[config.mk]
export PLATFORM = sky130hd
export DESIGN_NAME = div_unit
export DESIGN_NICKNAME = d
export VERILOG_FILES = /design/src/rtl/div_unit.sv
export SDC_FILE = /design/constraint.sdc
export NUM_CORES = 1
export LEC_CHECK = 0
export CAP_MARGIN = 10
export CORE_ASPECT_RATIO = 1.4
export CORE_UTILIZATION = 50
export CTS_CLUSTER_SIZE = 24
export DETAILED_ROUTE_END_ITERATION = 8
export PLACE_DENSITY = 0.79
export SLEW_MARGIN = 40
export SYNTH_ARGS = -nofsm -noshare
export SYNTH_HDL_FRONTEND = slang
export SYNTH_SLANG_ARGS = --single-unit
export TNS_END_PERCENT = 30
[constraint.sdc]
create_clock -name clock -period 9.1 [get_ports clock]
set_clock_uncertainty 0.2 [all_clocks]
set_input_delay 2.275 -clock clock [delete_from_list [all_inputs] [get_ports clock]]
set_output_delay 2.275 -clock clock [all_outputs]
set_load 0.005 [all_outputs]
[src/rtl/div_unit.sv]
// Signed restoring divider: WIDTH-cycle iterative quotient/remainder on operand
// magnitudes, followed by a one-cycle sign fix. Divide-by-zero short-circuits to DONE.
module div_unit #(
  parameter int WIDTH = 32
) (
  input  logic             clock,
  input  logic             clear,
  input  logic             start,
  input  logic [WIDTH-1:0] dividend,
  input  logic [WIDTH-1:0] divisor,
  output logic             busy,
  output logic             done,
  output logic             div0,
  output logic [WIDTH-1:0] lo,
  output logic [WIDTH-1:0] hi
);

  typedef enum logic [1:0] {IDLE, RUN, FIX, DONE} state_t;

  localparam int CW = (WIDTH > 1) ? $clog2(WIDTH) : 1;

  state_t           state, state_nxt;
  logic [CW-1:0]    cnt;
  logic [WIDTH-1:0] rem, quo, dmag;
  logic             qneg, rneg;
  logic [WIDTH-1:0] rem_sh;
  logic [WIDTH:0]   diff;
  logic             last;

  // Remainder stays below the divisor magnitude, so the shifted value fits WIDTH
  // bits; the extra diff bit is only the borrow.
  assign rem_sh = {rem[WIDTH-2:0], quo[WIDTH-1]};
  assign diff   = {1'b0, rem_sh} - {1'b0, dmag};
  assign last   = (cnt == CW'(WIDTH - 1));

  // NOTE: sequential state uses non-blocking assignments so every register
  // samples pre-edge values, independent of statement order.
  always_ff @(posedge clock or negedge clear) begin
    if (!clear) state <= IDLE;
    else        state <= state_nxt;
  end

  // NOTE: every output of this block gets a default first, so no path can
  // leave a signal unassigned and infer a latch.
  always_comb begin
    state_nxt = state;
    busy      = 1'b0;
    done      = 1'b0;
    case (state)
      IDLE: if (start) state_nxt = (divisor == '0) ? DONE : RUN;
      RUN: begin
        busy = 1'b1;
        if (last) state_nxt = FIX;
      end
      FIX: begin
        busy      = 1'b1;
        state_nxt = DONE;
      end
      DONE: begin
        done      = 1'b1;
        state_nxt = IDLE;
      end
      default: state_nxt = IDLE;
    endcase
  end

  always_ff @(posedge clock or negedge clear) begin
    if (!clear) begin
      cnt  <= '0;
      rem  <= '0;
      quo  <= '0;
      dmag <= '0;
      qneg <= 1'b0;
      rneg <= 1'b0;
      lo   <= '0;
      hi   <= '0;
      div0 <= 1'b0;
    end else begin
      case (state)
        IDLE: if (start) begin
          cnt  <= '0;
          rem  <= '0;
          quo  <= dividend[WIDTH-1] ? -dividend : dividend;
          dmag <= divisor[WIDTH-1]  ? -divisor  : divisor;
          qneg <= dividend[WIDTH-1] ^ divisor[WIDTH-1];
          rneg <= dividend[WIDTH-1];
          // Zero divisor: result is fixed, register it now for the DONE cycle.
          if (divisor == '0) begin
            lo   <= '1;
            hi   <= dividend;
            div0 <= 1'b1;
          end
        end
        RUN: begin
          cnt <= cnt + CW'(1);
          if (!diff[WIDTH]) begin
            rem <= diff[WIDTH-1:0];
            quo <= {quo[WIDTH-2:0], 1'b1};
          end else begin
            rem <= rem_sh;
            quo <= {quo[WIDTH-2:0], 1'b0};
          end
        end
        FIX: begin
          lo   <= qneg ? -quo : quo;
          hi   <= rneg ? -rem : rem;
          div0 <= 1'b0;
        end
        default: ;
      endcase
    end
  end

endmodule

==> metrics.yaml, run 1 <==
yosys:
  ys_seq_area_share_pct: 36.9
  synth_cell_type_count: 67
  synth_ff_type: "dfrtp_1"
  async_flop_share_pct: 100
  synth_edf_count: 0
  synth.ff_latch_count: 170
  syn-instance-count: 1375
  syn_area_um2: 11500
  syn-num-nets: 1486
  synth_area_per_cell_um2: 8.38
  yosysWarnings: 0
critical_path:
  crit_fanout: 54
  worstRegToRegCells: 13
  slowest_stage: "nor4_2"
  path_cells: "clkdlybuf4s50_1 > or4_1 > nor2_1 > nand3_1 > or3_1 > or4_1 > nor4_2 > a21o_1 > buf_4 > nand2_2 > o22a_1"
  required_ps: 9220
  cp.arrival_ps: 6440
  crit_path_frequent_cell: "or4_1"
  cp-end-kind: "flop"
  path_class: "in -> reg"
  cp_slowest_stage_delay_ps: 680
  start_kind: "input port"
timing:
  setup-tns-final_ps: 0
  setup_viol: 0
  timing.final.crit_period_ps: 6320
  fmax_ghz: 0.158
  drv_slew: 0
  grt_setup_unrepaired: "no"
  final_hold_viol_count: 0
  relSlewSlack_pct: 47.9
  worst-slew-pin-transition_ps: 775
  period_share_pct: 69.5
global_route:
  use_met1_pct: 29.2
  grt_use_met3_pct: 2.74
  grt_max_degree: 109
  grt.overflow.total: 0
  gr-usage-met2_pct: 44.5
  grt.busiest_layer: "met2"
  grt_pass1_vias: 9591
  antenna_found_initial: 0
  grt_pass1_wl_um: 46400
  grt_usage_pct: 24.5
worst_hold_path:
  hold_path.class: "reg -> reg"
  hold_depth: 2
floorplan:
  initial_core_util_pct: 51.0
  core_um2: 22600
  die_h_um: 182
  die-area_um2: 23700
  die_w_um: 130
  boundaryPins: 134
  fp-row-count: 65
clock_network:
  clock_sinks: 170
  clockBufferDepth: 2
  clk_latency_ps: 430
  cts_root_buf: "clkbuf_16"
  cts_tree: "built"
  htreeDepth: 4
  cts_made_buffers: 17
  cts-hold-fix-buffers: 0
  cts_resized: 0
  cts.clk_slew.worst_paths_ps: 60
  postCtsSetupRepairBufs: 0
routing:
  vias_per_cell: 5.71
  drtIter0Drc: 611
  vias: 10163
  wire_per_inst_um: 15.6
  wirelength_um: 27700
  drc: 0
  ant_nets: 0
  drt_pass1_iterations: 5
pwr:
  peakVddDrop_mv: 0.181
  power_density_nw_per_um2: 356
  power_leakage_nw: 5.72
place:
  dp_hpwl_um: 20900
  portBuffers: 133
  dp_cells: 1747
  place.gp.congestion: 0.925
final_layout:
  area_delta_synth_final_pct: 18.8
  final_nets: 1577
  stdcell_count: 1779
  fin_util_pct: 60.6
  n_antenna_cell: 0
  drive_above_1_share_pct: 5.07
status:
  outcome: "complete, no violations"
flow_run:
  drv_cap: 0
## power by group
part | total [mW] | internal (mW) | switching [mW]
logic | 2.78 | 1.24 | 1.54
registers | 1.39 | 1.05 | 0.333
clock network | 0.705 | 0.393 | 0.312
total | 4.87 | 2.69 | 2.18
## placed cells by master, fill, tap and decap left out, drive strengths merged, types with 3 or more instances in the layout
cell type	netlist	layout
o21ai	208	208
nand2	207	207
dfrtp	170	170
clkdlybuf4s50	0	132
xor2	96	96
nor2	80	80
a21oi	72	72
inv	54	57
xnor2	45	45
ha	43	43
mux2i	41	41
o31ai	39	39
or4	30	30
or3	26	26
a31oi	24	24
clkbuf	59	19
o41ai	16	16
buf	17	16
nor3	15	15
nand3	15	15
o22a	13	13
nand2b	9	9
nor2b	8	8
a21o	7	7
o211ai	6	6
o21a	6	6
nor4	6	6
and3	5	5
a211oi	5	5
a32oi	5	5
a22o	5	5
clkinv	0	5
nand4	4	4
or2	4	4
o21bai	3	3
clkinvlp	0	3
## worst paths after layout
path,slack (ps),from,endpoint
setup / recovery,2780,divisor[6],lo[21]
hold / removal,280,dmag[21],dmag[21]
setup reg to reg,4810,quo[31],rem[10]
hold reg to reg,280,dmag[21],dmag[21]
max in group asynchronous,6320,clear,rem[12]
min in group asynchronous,1510,clear,quo[27]
## layer usage
layer | part of all wire (%) | wire length, um
met2 | 52 | 14500
met1 | 41 | 11500
met3 | 3.4 | 931
met4 | 2.8 | 785
met5 | 0 | 0
## stage by stage
step	cell area, um2	setup slack (ps)	total power [mW]	hold slack (ps)
after floorplan	11500	3820	3.35	249
after global placement	13100	2410	4.06	262
after detailed placement	13100	2320	4.16	271
after CTS	13700	2780	4.88	285
after global routing	13700	2490	5.29	304
final	13700	2780	4.87	278
## area by class of cell
cell class / instances / area (um2)
repair buffers: 148 / 1480
multi-input cells: 1075 / 6810
fillers: 2039 / 8910
well taps: 301 / 377
inverters: 54 / 203
clock inverters: 12 / 118
flip-flops and latches: 170 / 4260
clock buffers: 19 / 453
## flip-flops by register name, summed over array words and instances (netlist names), 2 cells and up
signal / flops
dmag: 32
hi: 32
lo: 32
quo: 32
rem: 32
cnt: 5
state: 2
## kinds of logic after synthesis
group                      count (synthesis)  synth area share [%]
AOI/OAI and AO/OA                        429                  22.4
DFF                                      170                  36.9
buffers and inverters                    130                  4.34
xor gates and xnor gates                 141                  10.7
adders and majority gates                 44                  4.84
and+or+nand+nor                          418                  17.1
muxes                                     43                  3.76
## synth_stat cells, types with 26 or more instances
library cell	number	area share, %
clkbuf_1	59	1.9
ha_1	43	4.7
o21ai_0	204	8.9
a21oi_1	72	3.1
mux2i_1	41	3.6
o31ai_1	37	2.4
nor2_1	80	2.6
nand2_1	206	6.7
inv_1	54	1.8
or4_1	26	1.7
xor2_1	96	7.3
dfrtp_1	170	37
xnor2_1	45	3.4
## worst max-delay path: cells and delay by family
family	cells	cell delay [ps]
compound gates	2	420
buf+inv	2	890
simple gates	7	2830
No activity file was read; power rests on OpenSTA's default activity.
==> inputs of run 2 (changes only) <==
==> constraint.sdc (replaced) <==
create_clock -name clock -period 6 [get_ports clock]
set_clock_uncertainty 0.2 [all_clocks]
set_input_delay 1.5 -clock clock [delete_from_list [all_inputs] [get_ports clock]]
set_output_delay 1.5 -clock clock [all_outputs]
set_load 0.005 [all_outputs]
==> run 2 against run 1 <==
Effect of this change: clock power rose by 48%; sequential cell count did not move; worst setup slack got worse by 1700 ps; sequential power rose by 51%; first-iteration DRC count is 31% higher; die area unchanged; total power grew 51%; utilization down 0.11 points; cell count increased by 0.11%; critical endpoint is now dmag[27]; largest cell class unchanged; highest routed layer unchanged.
==> metrics.yaml, run 2 (synthesis gave the netlist of run 1 again) <==
status:
  outcome: "complete, no violations"
global_route:
  grt_usage_pct: 24.6
  grt.overflow.total: 0
  grt_pass1_wl_um: 46700
  grt_pass1_vias: 9809
  antenna_found_initial: 0
  grt_max_degree: 95
routing:
  wirelength_um: 28100
  drt_pass1_iterations: 6
  drc: 0
  ant_nets: 0
  vias: 10294
  wire_per_inst_um: 15.8
  vias_per_cell: 5.78
  drtIter0Drc: 802
worst_hold_path:
  hold_path.class: "reg -> reg"
floorplan:
  boundaryPins: 134
  fp-row-count: 65
  initial_core_util_pct: 51.0
  core_um2: 22600
  die_h_um: 182
  die-area_um2: 23700
  die_w_um: 130
place:
  dp_hpwl_um: 21100
  place_area_um2: 13100
  place.gp.congestion: 0.955
  dpl_worst_slack_ps: 651
  portBuffers: 133
timing:
  setup_slack_ps: 1090
  final_hold_viol_count: 0
  relSlewSlack_pct: 47.8
  setup-tns-final_ps: 0
  period_share_pct: 81.8
  grt_setup_unrepaired: "no"
  drv_slew: 0
  setup_viol: 0
  fmax_ghz: 0.204
  worst-slew-pin-transition_ps: 782
  timing.final.crit_period_ps: 4910
pwr:
  power_leakage_nw: 5.70
  total_power_mw: 7.37
  power_density_nw_per_um2: 539
  peakVddDrop_mv: 0.286
clock_network:
  cts_tree: "built"
  postCtsSetupRepairBufs: 0
  cts.clk_slew.worst_paths_ps: 70
  clk_latency_ps: 440
  cts_made_buffers: 17
  cts_root_buf: "clkbuf_16"
  cts_resized: 0
  clock_sinks: 170
  htreeDepth: 4
  cts-hold-fix-buffers: 0
  clockBufferDepth: 2
final_layout:
  stdcell_area_um2: 13700
  area_delta_synth_final_pct: 18.6
  n_antenna_cell: 0
  fill_cells: 2059
  seq_area_um2: 4260
  drive_above_1_share_pct: 5.14
  final_cell_mix: "nand2_1, o21ai_0, dfrtp_1"
  multi_input_area_um2: 6810
  final_nets: 1578
critical_path:
  path_class: "in -> reg"
  start_kind: "input port"
  cp-end-kind: "flop"
  required_ps: 6100
  cp.arrival_ps: 5000
  crit_fanout: 5
flow_run:
  drv_cap: 0
[run 2: worst paths after layout]
kind                            start  slack [ps]  depth (start not counted)  endpoint
min                          dmag[24]         280                          2  dmag[24]
max                        divisor[6]        1090                          9  dmag[27]
min in group asynchronous       clear         920                          1    lo[28]
max reg2reg                   quo[31]        1570                         13    rem[8]
min reg2reg                  dmag[24]         280                          2  dmag[24]
max in group asynchronous       clear        3570                          2      rneg
[run 2: metal layers]
metal | up-vias | GRT usage (%) | part of all wire, %
li1 | 5098 | - | -
met1 | 4845 | 28.7 | 41
met2 | 284 | 44.3 | 52
met3 | 67 | 3.09 | 3.6
met4 | 0 | 11.0 | 3.4
met5 | - | 0 | 0
[run 2: worst max-delay path, stage by stage]
cell and delay [ps]:
clkdlybuf4s50_1 480, or4_1 610, or3_1 400, or4_1 460
or3_1 390, or4_1 480, o41ai_1 400, xor2_1 200
o21ai_0 90
[run 2: through the flow]
stage | hold slack, ps | util, % | std cells
after detailed placement | 271 | 57.9 | 1748
after CTS | 286 | 60.4 | 1780
after global placement | 260 | 57.9 | 1748
after floorplan | 249 | - | 1375
after global routing | 297 | 60.5 | 1781
final | 278 | 60.5 | 1781
[run 2: power by group]
group	total, mW	internal [mW]	switching (mW)
Combinational	4.23	1.88	2.34
Sequential	2.10	1.60	0.506
Clock	1.04	0.551	0.493
[run 2: final cells by class]
type                       count  area share (%)
clock buffer                  19            3.24
tap                          301            2.75
sequential                   170            31.1
multi-input combinational   1075            49.8
clock inverter                13           0.796
timing repair buffer         149            10.8
inverter                      54            1.48
==> inputs of run 3 (changes only) <==
==> constraint.sdc (replaced) <==
create_clock -name clock -period 5 [get_ports clock]
set_clock_uncertainty 0.2 [all_clocks]
set_input_delay 1.25 -clock clock [delete_from_list [all_inputs] [get_ports clock]]
set_output_delay 1.25 -clock clock [all_outputs]
set_load 0.005 [all_outputs]
==> run 3 against run 2 <==
Effect of this change: worst setup slack got worse by 570 ps; critical path depth did not move; sequential power rose by 20%; combinational power rose by 22%.
==> metrics.yaml, run 3 (synthesis gave the netlist of run 1 again) <==
critical_path:
  cp_num_buf_inv: 1
  cp_slowest_stage_delay_ps: 590
  path_class: "in -> reg"
  start_kind: "input port"
  path_cells: "clkdlybuf4s50_1 > or4_1 > or3_1 > or4_1 > or3_1 > or4_1 > o41ai_1 > xor2_1 > o21ai_0"
  required_ps: 5090
  crit_family: "simple AND/OR/NAND/NOR gates"
  slowest_stage: "or4_1"
  crit_path_frequent_cell: "or4_1"
  cp-end-kind: "flop"
  crit_fanout: 4
  cp.arrival_ps: 4570
clock_network:
  cts_resized: 0
  cts_tree: "built"
  cts_made_buffers: 17
  htreeDepth: 4
  postCtsSetupRepairBufs: 0
  clockBufferDepth: 2
  clk_latency_ps: 440
  cts.clk_slew.worst_paths_ps: 60
  cts_root_buf: "clkbuf_16"
  clock_sinks: 170
  cts-hold-fix-buffers: 0
routing:
  wirelength_um: 29200
  drt_pass1_iterations: 5
  wire_per_inst_um: 16.3
  drtIter0Drc: 687
  drc: 0
  ant_nets: 0
  vias: 10394
  vias_per_cell: 5.80
pwr:
  p_clk_share_pct: 15.0
  p_switching_mw: 4.03
  switching_share_pct: 44.7
  peakVddDrop_mv: 0.336
  power_leakage_nw: 5.79
  combinationalPowerShare_pct: 57.0
  power_density_nw_per_um2: 653
  p_seq_share_pct: 28.0
  intPower_mw: 4.99
final_layout:
  area_delta_synth_final_pct: 19.9
  multi_input_area_um2: 6810
  final_cell_mix: "nand2_1, o21ai_0, dfrtp_1"
  fill_cells: 2061
  final_nets: 1591
  seq_area_um2: 4260
  n_antenna_cell: 0
  drive_above_1_share_pct: 5.83
  stdcell_count: 1793
floorplan:
  die_h_um: 182
  fp-row-count: 65
  die_w_um: 130
  die-area_um2: 23700
  core_um2: 22600
  initial_core_util_pct: 51.0
  boundaryPins: 134
timing:
  whs_ps: 277
  relSlewSlack_pct: 51.2
  setup-tns-final_ps: 0
  period_share_pct: 89.6
  grt_setup_unrepaired: "no"
  final_hold_viol_count: 0
  timing.final.crit_period_ps: 4480
  worst-slew-pin-transition_ps: 730
  drv_slew: 0
  fmax_ghz: 0.223
  setup_viol: 0
global_route:
  antenna_found_initial: 0
  grt_pass1_vias: 10136
  grt_pass1_wl_um: 48300
  grt.overflow.total: 0
  grt_usage_pct: 25.5
  grt_max_degree: 77
place:
  portBuffers: 133
  dp_hpwl_um: 22100
  dp_cells: 1762
  place.gp.congestion: 0.946
worst_hold_path:
  hold_path.class: "reg -> reg"
status:
  outcome: "complete, no violations"
flow_run:
  drv_cap: 0
==> run 3: worst min-delay path, cell delays in order (launching register included) <==
cell	delay (ps)
dfrtp_1	340
nand2_1	40
o21ai_0	60
==> run 3: cell type report <==
cell class	instances	area share, %
Sequential cell	170	30.8
Clock buffer	18	3.11
Timing Repair Buffer	162	11.5
Tap cell	301	2.72
Clock inverter	13	1.20
Multi-Input combinational cell	1075	49.2
Inverter	54	1.47
==> run 3: power groups by stage <==
| stage | sequential (mW) | clock, mW | combinational, mW |
|---|---|---|---|
| 2_1_floorplan | 2.33 | 0 | 3.77 |
| 3_3_place_gp | 2.50 | 0 | 4.94 |
| 3_5_place_dp | 2.53 | 0 | 5.11 |
| 4_1_cts | 2.51 | 1.37 | 5.15 |
| 5_1_grt | 2.60 | 1.42 | 5.73 |
| 6_report | 2.53 | 1.36 | 5.14 |
==> run 3: layer usage <==
layer  up-vias  track usage, %  part of all wire [%]
met4         0            12.6                   3.9
met3        73            3.33                   3.8
met1      4909            29.6                    41
met5         -               0                     0
li1       5117               -                     -
met2       295            45.4                    51
==> run 3: stage by stage <==
| stage | utilization, % | power, mW | setup slack [ps] | area, um2 |
|---|---|---|---|---|
| final | 61.1 | 9.03 | 522 | 13800 |
| after global routing | 61.1 | 9.75 | 296 | 13800 |
| after CTS | 61.1 | 9.03 | 532 | 13800 |
| after detailed placement | 58.5 | 7.64 | 76.2 | 13200 |
| after global placement | 58.4 | 7.43 | 120 | 13200 |
| after floorplan | - | 6.10 | 748 | 11500 |
==> run 3: path summary, 6_finish.rpt <==
check | startpoint | endpoint | slack [ps] | depth (start not counted)
worst max-delay path | divisor[6] | dmag[27] | 520 | 9
worst min-delay path | dmag[25] | dmag[25] | 280 | 2
worst max register to register | quo[31] | rem[12] | 590 | 13
worst min register to register | dmag[25] | dmag[25] | 280 | 2
max in group asynchronous | clear | quo[8] | 2990 | 2
min in group asynchronous | clear | quo[28] | 650 | 1
==> edit 1, RTL diff (config.mk and constraints of run 3) <==
Put one more register stage on the output `lo`, without a reset. The value now appears one clock later. The other outputs are not delayed to match.
--- a/src/rtl/div_unit.sv
+++ b/src/rtl/div_unit.sv
@@ -20,2 +20,4 @@
   localparam int CW = (WIDTH > 1) ? $clog2(WIDTH) : 1;
+
+  logic [WIDTH-1:0] lo_s0;
 
@@ -74,3 +76,3 @@
       rneg <= 1'b0;
-      lo   <= '0;
+      lo_s0 <= '0;
       hi   <= '0;
@@ -88,3 +90,3 @@
           if (divisor == '0) begin
-            lo   <= '1;
+            lo_s0 <= '1;
             hi   <= dividend;
@@ -104,3 +106,3 @@
         FIX: begin
-          lo   <= qneg ? -quo : quo;
+          lo_s0 <= qneg ? -quo : quo;
           hi   <= rneg ? -rem : rem;
@@ -113,2 +115,6 @@
 
+  always_ff @(posedge clock) begin
+    lo <= lo_s0;
+  end
+
 endmodule
Function: changed (a bounded check fails within 4 cycles, from zero or initial values).
==> edit 1 against run 3 <==
  * Sequential cell count is 32 higher
  * Worst setup slack worse by 0.0091 ns
  * Sequential power is 19% higher
  * Power is 10% higher
  * Clock power is 21% higher
  * Final area is 5.1% higher
  * Area after synthesis is 5.5% higher
  * Routed wire length is 2.9% higher
  * Critical path type unchanged
  * Highest routed layer unchanged
==> edit 1: results (changes against run 3) <==
- The total routed wire length on the met1 layer was 12.0 mm (about the same).
- The net total in the final layout is 1610 (+1.2%).
- The detailed placer's ending HPWL came to 22.6 mm (+2.6%).
- The data arrival time at the worst-slack endpoint was 4.69 ns (+0.12 ns).
- The static power due to leakage is 6.22 nW (+7.4%).
- The maximum root-to-sink buffer count is 3 (+1).
- The deepest level of the CTS H-tree is 1 (-3).
- The wire length on met3 is 1.25 mm (+13%).
- The post-placement setup slack is 0.0771 ns (+0.000827 ns).
- The share of final-layout standard cells stronger than drive strength 1 was 0.0588 (+0.000513).
- The sequential area share after synthesis came to 0.403 (+0.0335).
- The post-detailed-placement cell area was 13800 µm² (+4.2%).
- The number of library cell types mapped by synthesis was 68 (+1.5%).
- The final estimated routing congestion in global placement was 0.905 (-4.4%).
- Sorting the synthesized cells by how often they occur yields sky130_fd_sc_hd__nand2_1 (206), sky130_fd_sc_hd__dfrtp_1 (170), sky130_fd_sc_hd__o21ai_0 (153).
- The number of fill cells is 2136 (+3.6%).
- The met3 track demand over resource in global routing was 0.0247 (-0.00857).
- The total net switching power is 4.32 mW (+7.1%).
- The CTS buffer count is 21 (+4).
- The total vias in the final route was 10446 (+0.50%).
- The flow ran to the end, and the final reports show no timing, DRC or antenna violations.
- The violation count after the first detailed-routing iteration is 650 (-5.4%).
- The via count of the first global-routing pass is 9857 (-2.8%).
- The synthesized netlist net count is 1508 (+1.5%).
- The headroom to the max-slew limit is 0.503 (-0.00867).
- The worst supply voltage drop on vdd is 0.448 mV (+33%).
- The biggest fanout along the worst timing path is 70 (+66).
- The power attributed to combinational cells is 5.28 mW (+3%).
- The post-detailed-route via-to-cell ratio is 5.73 (-1.2%).
- The global router's overall resource usage is 0.240 (-0.0151).
- The global-route wire length before repair was 48.5 mm (+0.33%).
- The met1 routing resource usage after global routing is 0.280 (-0.0164).
- The first-pass detailed-route iteration total is 6 (+1).
- The clock share of power is 0.165 (+0.015).
- Yosys attributes the largest share of cell area to sky130_fd_sc_hd__dfrtp_1 (35%), sky130_fd_sc_hd__xor2_1 (7.3%), sky130_fd_sc_hd__nand2_1 (6.4%), sky130_fd_sc_hd__o21ai_0 (6.3%), sky130_fd_sc_hd__dfxtp_1 (5.3%).
-- edit 1: kinds of logic (layout without fill, tap and decap cells) --
logic type	count (synthesis)	count (layout)	share of synthesized area
AO/OA/AOI/OAI	376	376	0.193
XOR/XNOR	144	144	0.104
adder cells (fa/ha/maj)	44	44	0.0459
buffers and inverters	132	248	0.0454
flip-flops	202	202	0.403
multiplexers	40	40	0.0329
AND/OR/NAND/NOR	459	459	0.177
-- edit 1: critical path, cell delays in order --
cell                              delay, ns
sky130_fd_sc_hd__clkdlybuf4s50_1       0.48
sky130_fd_sc_hd__or4_1                 0.61
sky130_fd_sc_hd__nor4_1                0.59
sky130_fd_sc_hd__nand2b_1              0.19
sky130_fd_sc_hd__nor3_1                0.39
sky130_fd_sc_hd__nand2_1               0.20
sky130_fd_sc_hd__nor3_1                0.17
sky130_fd_sc_hd__buf_4                 0.16
sky130_fd_sc_hd__a21o_2                0.12
sky130_fd_sc_hd__buf_12                0.26
sky130_fd_sc_hd__nor2_1                0.07
sky130_fd_sc_hd__a31oi_1               0.18
-- edit 1: final cells by class --
type                            instances  area [µm²]  area share
Clock buffer                           26         564      0.0389
Clock inverter                         11         161      0.0111
Multi-Input combinational cell       1063        6750       0.465
Inverter                               52         195      0.0134
Timing Repair Buffer                  159        1570       0.108
Tap cell                              310         388      0.0267
Sequential cell                       202        4900       0.337
-- edit 1: path summary, 6_finish.rpt --
path | depth (start not counted) | slack, ns | endpoint | start
min in group asynchronous | 1 | 0.52 | lo_s0[0] | clear
max reg2reg | 13 | 0.94 | rem[0] | quo[31]
min reg2reg | 0 | 0.17 | lo[13] | lo_s0[13]
min | 0 | 0.17 | lo[13] | lo_s0[13]
max in group asynchronous | 2 | 3.09 | rneg | clear
max | 12 | 0.51 | lo_s0[0] | divisor[21]
==> edit 2, RTL diff (config.mk and constraints of run 3) <==
Without the edit above. Set the parameter `WIDTH` to 64 (it was 32).
--- a/src/rtl/div_unit.sv
+++ b/src/rtl/div_unit.sv
@@ -3,3 +3,3 @@
 module div_unit #(
-  parameter int WIDTH = 32
+  parameter int WIDTH = 64
 ) (
Interface: changed (resized dividend, divisor, hi and lo); port bits go from 134 to 262. The function was not compared with the original's and may differ.
==> edit 2 against run 3 <==
  * Sequential cell count grew 161
  * Core utilization rose by 1.1 points
  * Global-route usage grew 3.4 points
  * Sequential power is 85% higher
  * Routed wire length grew 130%
  * Final area grew 100%
  * Power is 80% higher
  * Count of clock-buffer cells in the layout grew 26
  * Register-to-register slack worse by 0.16 ns
  * Largest power group unchanged
  * Synthesized cell count is 110% higher
  * Area after synthesis grew 99%
  * Worst setup slack lost 0.21 ns
  * Critical path type unchanged
  * Worst hold slack got worse by 0.0074 ns
  * Die area increased by 97%
==> edit 2: results (changes against run 3) <==
- The reg-to-reg setup timing slack is 0.43 ns (-0.16 ns).
- The quantity of I/O buffers inserted on ports came to 261 (+96%).
- The endpoint identified for the worst register-to-register timing path is hi[63].
- The utilization after layout is 0.622 (+0.0106).
- The worst-margin pin slew is 0.777 ns (+0.0476 ns).
- Counting instances in the post-synthesis netlist gives the leading cell types as sky130_fd_sc_hd__nand2_1 (407), sky130_fd_sc_hd__o21ai_0 (364), sky130_fd_sc_hd__dfrtp_1 (331).
- The violation count after the first detailed-routing iteration is 1584 (+130%).
- The launching instance or port of the critical path is divisor[2].
- The deepest level of the CTS H-tree was 2 (-2).
- The share of final-layout standard cells stronger than drive strength 1 is 0.0725 (+0.0142).
- The worst supply voltage drop on vdd is 0.343 mV (+2.0%).
- The startpoint of the worst register-to-register path is rem[4].
- The synthesized netlist net count came to 3072 (+110%).
- The fraction of the mapped netlist area in compound gates is 0.235 (+0.0115).
- The total instance count after detailed placement was 3693 (+110%).
- The launch instance of the worst min-delay path is hi[47].
- The xor/xnor cell area share of the yosys netlist is 0.117 (+0.00953).
- The post-placement setup slack is -0.216 ns (-0.292 ns).
- The run finished with clean final reports.
- The CTS buffer count is 35 (+18).
- The largest net degree at the start of global routing came to 118 (+53%).
- The biggest fanout along the worst timing path is 2 (-2).
- The number of cells in the finished layout apart from fillers is 3758 (+110%).
- The area share of the largest cell type after synthesis was 0.362 (-0.00729).
- The static power due to leakage is 11.9 nW (+110%).
- The via count of the first global-routing pass is 21134 (+110%).
- The global router's overall resource usage is 0.289 (+0.0342).
## edit 2: worst max-delay path: stages
cell	delay, ns
sky130_fd_sc_hd__clkdlybuf4s50_1	0.41
sky130_fd_sc_hd__nor3_1	0.29
sky130_fd_sc_hd__nand3_1	0.13
sky130_fd_sc_hd__or2_2	0.30
sky130_fd_sc_hd__or4_1	0.48
sky130_fd_sc_hd__or4_1	0.49
sky130_fd_sc_hd__or3_1	0.35
sky130_fd_sc_hd__or3_1	0.33
sky130_fd_sc_hd__or3_1	0.34
sky130_fd_sc_hd__o31ai_1	0.25
sky130_fd_sc_hd__xor2_1	0.16
sky130_fd_sc_hd__o21ai_0	0.08
## edit 2: how the worst max path moves through the flow
stage / to / cells past startpoint
floorplan: dmag[35] / 10
global placement: dmag[35] / 12
detailed placement: dmag[35] / 12
CTS: dmag[35] / 12
global route: quo[51] / 13
finish: dmag[35] / 12
## edit 2: logic make-up after synthesis
family          after synthesis
flops                       331
mux                          30
compound gates              917
simple gates                949
fa+ha+maj                    75
buf+inv                     259
xor+xnor                    305
## edit 2: area by class of cell
cell class	count	share of cell area
inverters	89	0.0120
repair buffers	386	0.133
diodes	1	0.0000892
multi-input cells	2276	0.489
well taps	611	0.0272
clock inverters	20	0.00999
flip-flops and latches	331	0.295
clock buffers	44	0.0339
## edit 2: where the power goes
group / internal, mW / leakage, nW / switching (mW) / total, mW
clock: 1.68 / 0.598 / 1.14 / 2.82
combinational: 3.67 / 7.29 / 5.11 / 8.78
sequential: 3.71 / 4.02 / 0.974 / 4.68
## edit 2: metal layers
layer  global-route usage  vias to the layer above  share of wire
met1                0.361                    10204           0.42
li1                     -                    10626              -
met5                    0                        -              0
met4                0.129                        0          0.041
met3               0.0240                      140          0.042
met2                0.511                      688           0.49
